**src/rtl/video_pkg.sv**
```systemverilog
// Shared types and the byte-to-pen bit mapping for the video serializer.
package video_pkg;

    typedef enum logic [1:0] {
        MODE0 = 2'd0,
        MODE1 = 2'd1,
        MODE2 = 2'd2,
        MODE3 = 2'd3
    } mode_e;

    localparam int BORDER_PEN = 16;

    // Pen number for the pixel at slot phase p of screen byte b in the given mode.
    function automatic logic [3:0] pen_of(input logic [7:0] b, input mode_e mode,
                                          input logic [2:0] p);
        logic [3:0] pen;
        logic [2:0] k;
        pen = 4'd0;
        k   = 3'd0;
        unique case (mode)
            MODE2: begin
                k   = p;
                pen = {3'b000, b[3'd7 - k]};
            end
            MODE1: begin
                k   = {1'b0, p[2:1]};
                pen = {2'b00, b[3'd3 - k], b[3'd7 - k]};
            end
            default: begin
                k   = {2'b00, p[2]};
                pen = {b[3'd1 - k], b[3'd5 - k], b[3'd3 - k], b[3'd7 - k]};
                // Mode 3 is the 4-pen variant of the mode 0 layout.
                if (mode == MODE3) begin
                    pen[3:2] = 2'b00;
                end
            end
        endcase
        return pen;
    endfunction

endpackage

```
**src/rtl/video_serializer_byte_fifo.sv**
```systemverilog
// Small power-of-two FIFO with registered full/empty flags.
module byte_fifo #(
    parameter int DEPTH = 2,
    parameter int WIDTH = 9
) (
    input  logic             clk,
    input  logic             rst_n,
    input  logic             push,
    input  logic             pop,
    input  logic [WIDTH-1:0] wdata,
    output logic [WIDTH-1:0] rdata,
    output logic             full,
    output logic             empty
);

    localparam int AW = (DEPTH > 1) ? $clog2(DEPTH) : 1;
    localparam logic [AW:0] DEPTH_C = (AW + 1)'(DEPTH);

    logic [WIDTH-1:0] mem_q [DEPTH];
    logic [AW-1:0]    wr_ptr_q, wr_ptr_d;
    logic [AW-1:0]    rd_ptr_q, rd_ptr_d;
    logic [AW:0]      count_q, count_d;
    logic             full_q, full_d;
    logic             empty_q, empty_d;
    logic             push_ok, pop_ok;

    // Accept/pointer/count bookkeeping; a full FIFO refuses even when popping.
    always_comb begin
        push_ok  = push && !full_q;
        pop_ok   = pop && !empty_q;
        wr_ptr_d = wr_ptr_q;
        rd_ptr_d = rd_ptr_q;
        count_d  = count_q;
        if (push_ok) begin
            wr_ptr_d = wr_ptr_q + AW'(1);
        end
        if (pop_ok) begin
            rd_ptr_d = rd_ptr_q + AW'(1);
        end
        if (push_ok && !pop_ok) begin
            count_d = count_q + (AW + 1)'(1);
        end else if (!push_ok && pop_ok) begin
            count_d = count_q - (AW + 1)'(1);
        end
        full_d  = (count_d == DEPTH_C);
        empty_d = (count_d == '0);
    end

    // Control state registers.
    always_ff @(posedge clk or negedge rst_n) begin
        if (!rst_n) begin
            wr_ptr_q <= '0;
            rd_ptr_q <= '0;
            count_q  <= '0;
            full_q   <= 1'b0;
            empty_q  <= 1'b1;
        end else begin
            wr_ptr_q <= wr_ptr_d;
            rd_ptr_q <= rd_ptr_d;
            count_q  <= count_d;
            full_q   <= full_d;
            empty_q  <= empty_d;
        end
    end

    // Storage needs no reset; the pointers define what is valid.
    always_ff @(posedge clk) begin
        if (push_ok) begin
            mem_q[wr_ptr_q] <= wdata;
        end
    end

    assign rdata = mem_q[rd_ptr_q];
    assign full  = full_q;
    assign empty = empty_q;

endmodule

```
**src/rtl/video_serializer.sv**
```systemverilog
// Pixel serializer: byte FIFO, slot phase, mode latch, palette lookup.
module video_serializer
    import video_pkg::*;
#(
    parameter int COLOUR_W   = 5,
    parameter int FIFO_DEPTH = 2
) (
    input  logic                clk,
    input  logic                rst_n,
    input  logic                cen_16,
    input  logic                in_valid,
    output logic                in_ready,
    input  logic [7:0]          in_data,
    input  logic                in_dispen,
    input  logic [1:0]          mode_req,
    input  logic                pal_we,
    input  logic [4:0]          pal_addr,
    input  logic [COLOUR_W-1:0] pal_data,
    input  logic                force_blank,
    output logic [COLOUR_W-1:0] colour,
    output logic                border_out,
    output logic                underrun,
    output logic [1:0]          mode_cur
);

    localparam int PAL_N = BORDER_PEN + 1;

    logic [2:0]          ph_q, ph_d;
    logic [7:0]          cur_byte_q, cur_byte_d;
    logic                cur_dispen_q, cur_dispen_d;
    mode_e               mode_q, mode_d;
    logic [COLOUR_W-1:0] colour_q, colour_d;
    logic                border_q, border_d;
    logic                underrun_q, underrun_d;
    logic [COLOUR_W-1:0] pal_q [PAL_N];
    logic [COLOUR_W-1:0] pal_d [PAL_N];

    logic                slot_end;
    logic                fifo_full, fifo_empty;
    logic [8:0]          fifo_rdata;
    logic [3:0]          pen;

    assign slot_end = cen_16 && (ph_q == 3'd7);

    byte_fifo #(
        .DEPTH (FIFO_DEPTH),
        .WIDTH (9)
    ) u_fifo (
        .clk   (clk),
        .rst_n (rst_n),
        .push  (in_valid),
        .pop   (slot_end),
        .wdata ({in_dispen, in_data}),
        .rdata (fifo_rdata),
        .full  (fifo_full),
        .empty (fifo_empty)
    );

    // Slot phase, byte/mode load at the slot boundary and palette writes.
    always_comb begin
        ph_d         = ph_q;
        cur_byte_d   = cur_byte_q;
        cur_dispen_d = cur_dispen_q;
        mode_d       = mode_q;
        underrun_d   = 1'b0;
        pal_d        = pal_q;
        if (cen_16) begin
            ph_d = ph_q + 3'd1;
        end
        if (slot_end) begin
            mode_d = mode_e'(mode_req);
            if (fifo_empty) begin
                cur_dispen_d = 1'b0;
                underrun_d   = 1'b1;
            end else begin
                cur_byte_d   = fifo_rdata[7:0];
                cur_dispen_d = fifo_rdata[8];
            end
        end
        if (pal_we && (pal_addr <= 5'(BORDER_PEN))) begin
            pal_d[pal_addr] = pal_data;
        end
    end

    // Colour resolution: blank beats border beats the byte's pen.
    always_comb begin
        pen      = pen_of(cur_byte_q, mode_q, ph_q);
        colour_d = colour_q;
        border_d = border_q;
        if (cen_16) begin
            if (force_blank) begin
                colour_d = '0;
                border_d = 1'b0;
            end else if (!cur_dispen_q) begin
                colour_d = pal_q[BORDER_PEN];
                border_d = 1'b1;
            end else begin
                colour_d = pal_q[{1'b0, pen}];
                border_d = 1'b0;
            end
        end
    end

    // State and output registers.
    always_ff @(posedge clk or negedge rst_n) begin
        if (!rst_n) begin
            ph_q         <= 3'd0;
            cur_byte_q   <= 8'd0;
            cur_dispen_q <= 1'b0;
            mode_q       <= MODE0;
            colour_q     <= '0;
            border_q     <= 1'b0;
            underrun_q   <= 1'b0;
            for (int i = 0; i < PAL_N; i++) begin
                pal_q[i] <= '0;
            end
        end else begin
            ph_q         <= ph_d;
            cur_byte_q   <= cur_byte_d;
            cur_dispen_q <= cur_dispen_d;
            mode_q       <= mode_d;
            colour_q     <= colour_d;
            border_q     <= border_d;
            underrun_q   <= underrun_d;
            pal_q        <= pal_d;
        end
    end

    assign in_ready   = !fifo_full;
    assign colour     = colour_q;
    assign border_out = border_q;
    assign underrun   = underrun_q;
    assign mode_cur   = mode_q;

endmodule

```
**config.mk**
```make
export PLATFORM = sky130hd
export DESIGN_NAME = video_serializer
export DESIGN_NICKNAME = d
export VERILOG_FILES = /design/src/rtl/video_pkg.sv /design/src/rtl/video_serializer_byte_fifo.sv /design/src/rtl/video_serializer.sv
export SDC_FILE = /design/constraint.sdc
export NUM_CORES = 1
export LEC_CHECK = 0
export ABC_AREA = 1
export CAP_MARGIN = 20
export CORE_ASPECT_RATIO = 1.2
export CORE_MARGIN = 10
export CORE_UTILIZATION = 49
export CTS_BUF_LIST = sky130_fd_sc_hd__clkbuf_8
export CTS_CLUSTER_DIAMETER = 50
export CTS_CLUSTER_SIZE = 16
export DETAILED_ROUTE_END_ITERATION = 7
export PLACE_DENSITY = 0.7
export SYNTH_ARGS = -nofsm -noshare
export SYNTH_HDL_FRONTEND = slang
export SYNTH_SLANG_ARGS = --single-unit
export TNS_END_PERCENT = 1
```
**constraint.sdc**
```tcl
create_clock -name clk -period 2.2 [get_ports clk]
set_clock_uncertainty 0.15 [all_clocks]
set_input_delay 0.44 -clock clk [delete_from_list [all_inputs] [get_ports clk]]
set_output_delay 0.44 -clock clk [all_outputs]
set_load 0.05 [all_outputs]
```
==> metrics <==
Worst VDD drop=around 0.00080 V; Core Area=between 10,000 and 15,000 um^2; Worst-path clk slew=around 80 ps; Worst R2R Setup Slack=20 ps; Worst Reg-to-Reg Cells=13; RSZ-0062 raised after global routing=true; P_int=between 0.006 and 0.007 W; P_sw=between 0.005 and 0.006 W; Setup violations, final=0; Post-DRT Antenna Nets=0; mean post-synth cell area=between 8 and 9 um^2; initial core utilization=0.4968; worst skew pair latency=between 400 and 500 ps; total power=approximately 0.012 W; sequential area share after synthesis=0.5610; syn_nets=between 700 and 800; Max Clk Rate=about 460 MHz; Final Hold Vio Count=0; post-route minimum period=around 2200 ps; diode count=0; PD cells=about 1600 nW/um^2; clock tree buffer depth=2; Vias/cell=approximately 5.5; Post-synth EDFFs=18; vias in the first global route=roughly 5,000; CP required=approximately 2500 ps; Worst-Margin Slew=688.2 ps; Synth cell types=31; share of layout cells above drive strength 1=0.1834; largest net degree at the start of global routing=~70; slew margin rel.=0.5395; Design Area, Final=approximately 7600 um^2; Root Buffer=clkbuf_8; largest area contributor in the netlist=dfrtp_1; yosys warns=0; Hold WC Path Type=input port to async pin; CP arrival=~2400 ps; I/O Pins=37; final worst path period share=0.9930; GPL Wtd Cong=0.8679; maxcap violations=0; Pre-antenna DRT Iters=7; Synth top area share=0.4659; Fin Hold WS=~280 ps; Die W=about 120 um; top post-synthesis cells by area=dfrtp_1, nand3_1, edfxtp_1, nand2_1, nor2_1; clock network power share=0.182; crit path kind=flop to flop; FP Rows=44; total CTS buffers=17; global route total overflow=0; hpwl dp=roughly 10,000 um; Final Max Tran Viols=0; Chip Height=between 100 and 150 um; Total Routing Usage GR=0.1813; drt wl/cell=roughly 17 um; Nets=about 800; sequential share of power=0.288; mapped cell area=about 6000 um^2; first-pass GRT wire length=around 25,000 um; element type at the critical path end=flop; synthesized flop and latch total=130; htree depth=4; worst-path maximum fanout=10; CTS tree=built; ys flop type=dfrtp_1; Post-Syn Instances=690; status=finished clean; initial antenna violation count=0; Die Area=17,000 um^2; Routed WL=about 16,000 um; initial DRC count=504; Comb pwr share=0.529; IO buf count=36; DP Area=~6800 um^2; # clock sinks=130; Layout area overhead=26.99%; residual DRC count=0; FFs w/ async S/R, synth=0.8615; via count=about 5,200; Leakage=3.460 nW; sw frac=0.4185; crit start category=flop
==> flip-flops by register name (all words and copies together), names as in the netlist, 2 cells and up <==
signal and flops:
colour 5, cur_byte_q 8, mode_cur 2, pal_q 85
ph_q 3, u_fifo.count_q 2, u_fifo.mem_q 18
==> synthesized netlist by cell type, types with 2 or more instances <==
cell      instances
o22ai_1           5
dfrtp_1         111
xor2_1            5
o211ai_1          2
clkbuf_1         13
inv_2             3
buf_4             2
edfxtp_1         18
ha_1              5
nand2_1         123
a21oi_1          57
nand3_1         129
nor3_1            3
buf_2            10
o21ai_1           2
nor2_2           11
nand2_2           2
a31oi_1           8
buf_6             4
o21ai_0          37
inv_1            48
nor2_1           83
==> path summary, 6_finish.rpt <==
kind,from,to
worst max-delay path,ph_q[1]$_DFFE_PN0P_,colour[0]$_DFFE_PN0P_
worst min-delay path,rst_n,pal_q[64]$_DFFE_PN0P_
worst max register to register,ph_q[1]$_DFFE_PN0P_,colour[0]$_DFFE_PN0P_
worst min register to register,u_fifo.empty$_DFF_PN1_,underrun$_DFF_PN0_
max in group asynchronous,rst_n,u_fifo.empty$_DFF_PN1_
min in group clk,u_fifo.empty$_DFF_PN1_,underrun$_DFF_PN0_
==> final cells by class <==
class                      count  area, um^2
inverter                      53       209.0
sequential                   130        3349
clock buffer                  19       261.5
multi-input combinational    478        2410
timing repair buffer          92       970.9
clock inverter                13       168.9
tap                          161       201.4
fill                        1040        4431
==> per-stage QoR <==
stage | util | worst slack, ps | TNS, ps | cells
2_1_floorplan | - | 72.46 | 0 | 690
3_3_place_gp | 0.5634 | -36.06 | -562.4 | 902
3_5_place_dp | 0.5634 | -54.81 | -978.3 | 902
4_1_cts | 0.6002 | 15.44 | 0 | 935
5_1_grt | 0.6308 | -142.8 | -584.3 | 946
6_report | 0.6308 | 15.38 | 0 | 946
==> metal layers <==
| metal | up-vias | global-route usage | routed length [um] |
|---|---|---|---|
| met5 | - | 0 | 0 |
| met4 | 0 | 0.08779 | 529 |
| met3 | 44 | 0.04275 | 926 |
| met2 | 208 | 0.3138 | 8090 |
| met1 | 2510 | 0.2044 | 6081 |
| li1 | 2471 | - | - |
==> power groups by stage <==
stage                     logic (W)  clock network, W  registers (W)
after floorplan             0.00327                 0        0.00354
after global placement      0.00479                 0        0.00345
after detailed placement    0.00487                 0        0.00348
after CTS                   0.00490           0.00222        0.00344
after global routing        0.00683           0.00233        0.00353
final                       0.00634           0.00219        0.00346
==> timing repair <==
| action | in CTS | in global routing |
|---|---|---|
| resized for setup | 10 | 42 |
| pin swaps | 0 | 18 |
| setup endpoints to repair | 12 | 6 |
| hold buffers | 1 | 0 |
| hold endpoints to repair | 22 | 0 |
| setup buffers | 0 | 5 |
| gates cloned | 0 | 6 |
==> critical path, stage by stage (launching register included) <==
cell and delay (ps):
dfrtp_2 470, buf_6 150, o211ai_1 190, o21ai_2 90, nand3_2 110, o21ai_4 70
buf_12 150, buf_12 120, clkbuf_16 150, nand3_1 100, nand3_1 90, nand3_2 80
nand3_2 90, nand2_1 100
==> cell families (layout without fill, tap and decap cells) <==
kind of cell / after synthesis / in the layout / synth area share
flops: 130 / 130 / 0.5610
xor+xnor: 5 / 5 / 0.007345
simple gates: 354 / 354 / 0.2588
buf+inv: 82 / 177 / 0.06044
mux: 1 / 1 / 0.001679
compound gates: 113 / 113 / 0.1003
fa+ha+maj: 5 / 5 / 0.01049
==> cells in the final DEF, fill, tap and decap left out, types with 2 or more instances in the layout <==
cell type        instances
nor2_2                  14
o22ai_1                  5
clkbuf_16                5
a21oi_1                 57
buf_6                    3
ha_1                     3
clkinvlp_4               2
nand3_2                 23
clkbuf_8                19
a31oi_1                  8
nor2_1                  80
edfxtp_1                18
dfrtp_1                107
buf_4                   42
dlygate4sd2_1            7
nand3_1                106
clkinv_2                 2
nand2_1                123
inv_1                   51
dfrtp_2                  4
nand2_2                  2
bufinv_16                4
o211ai_1                 2
buf_12                   8
inv_2                    3
o21ai_0                 36
clkdlybuf4s50_1         25
nor3_1                   3
xor2_1                   5
Power figures use the tool's default switching activity.
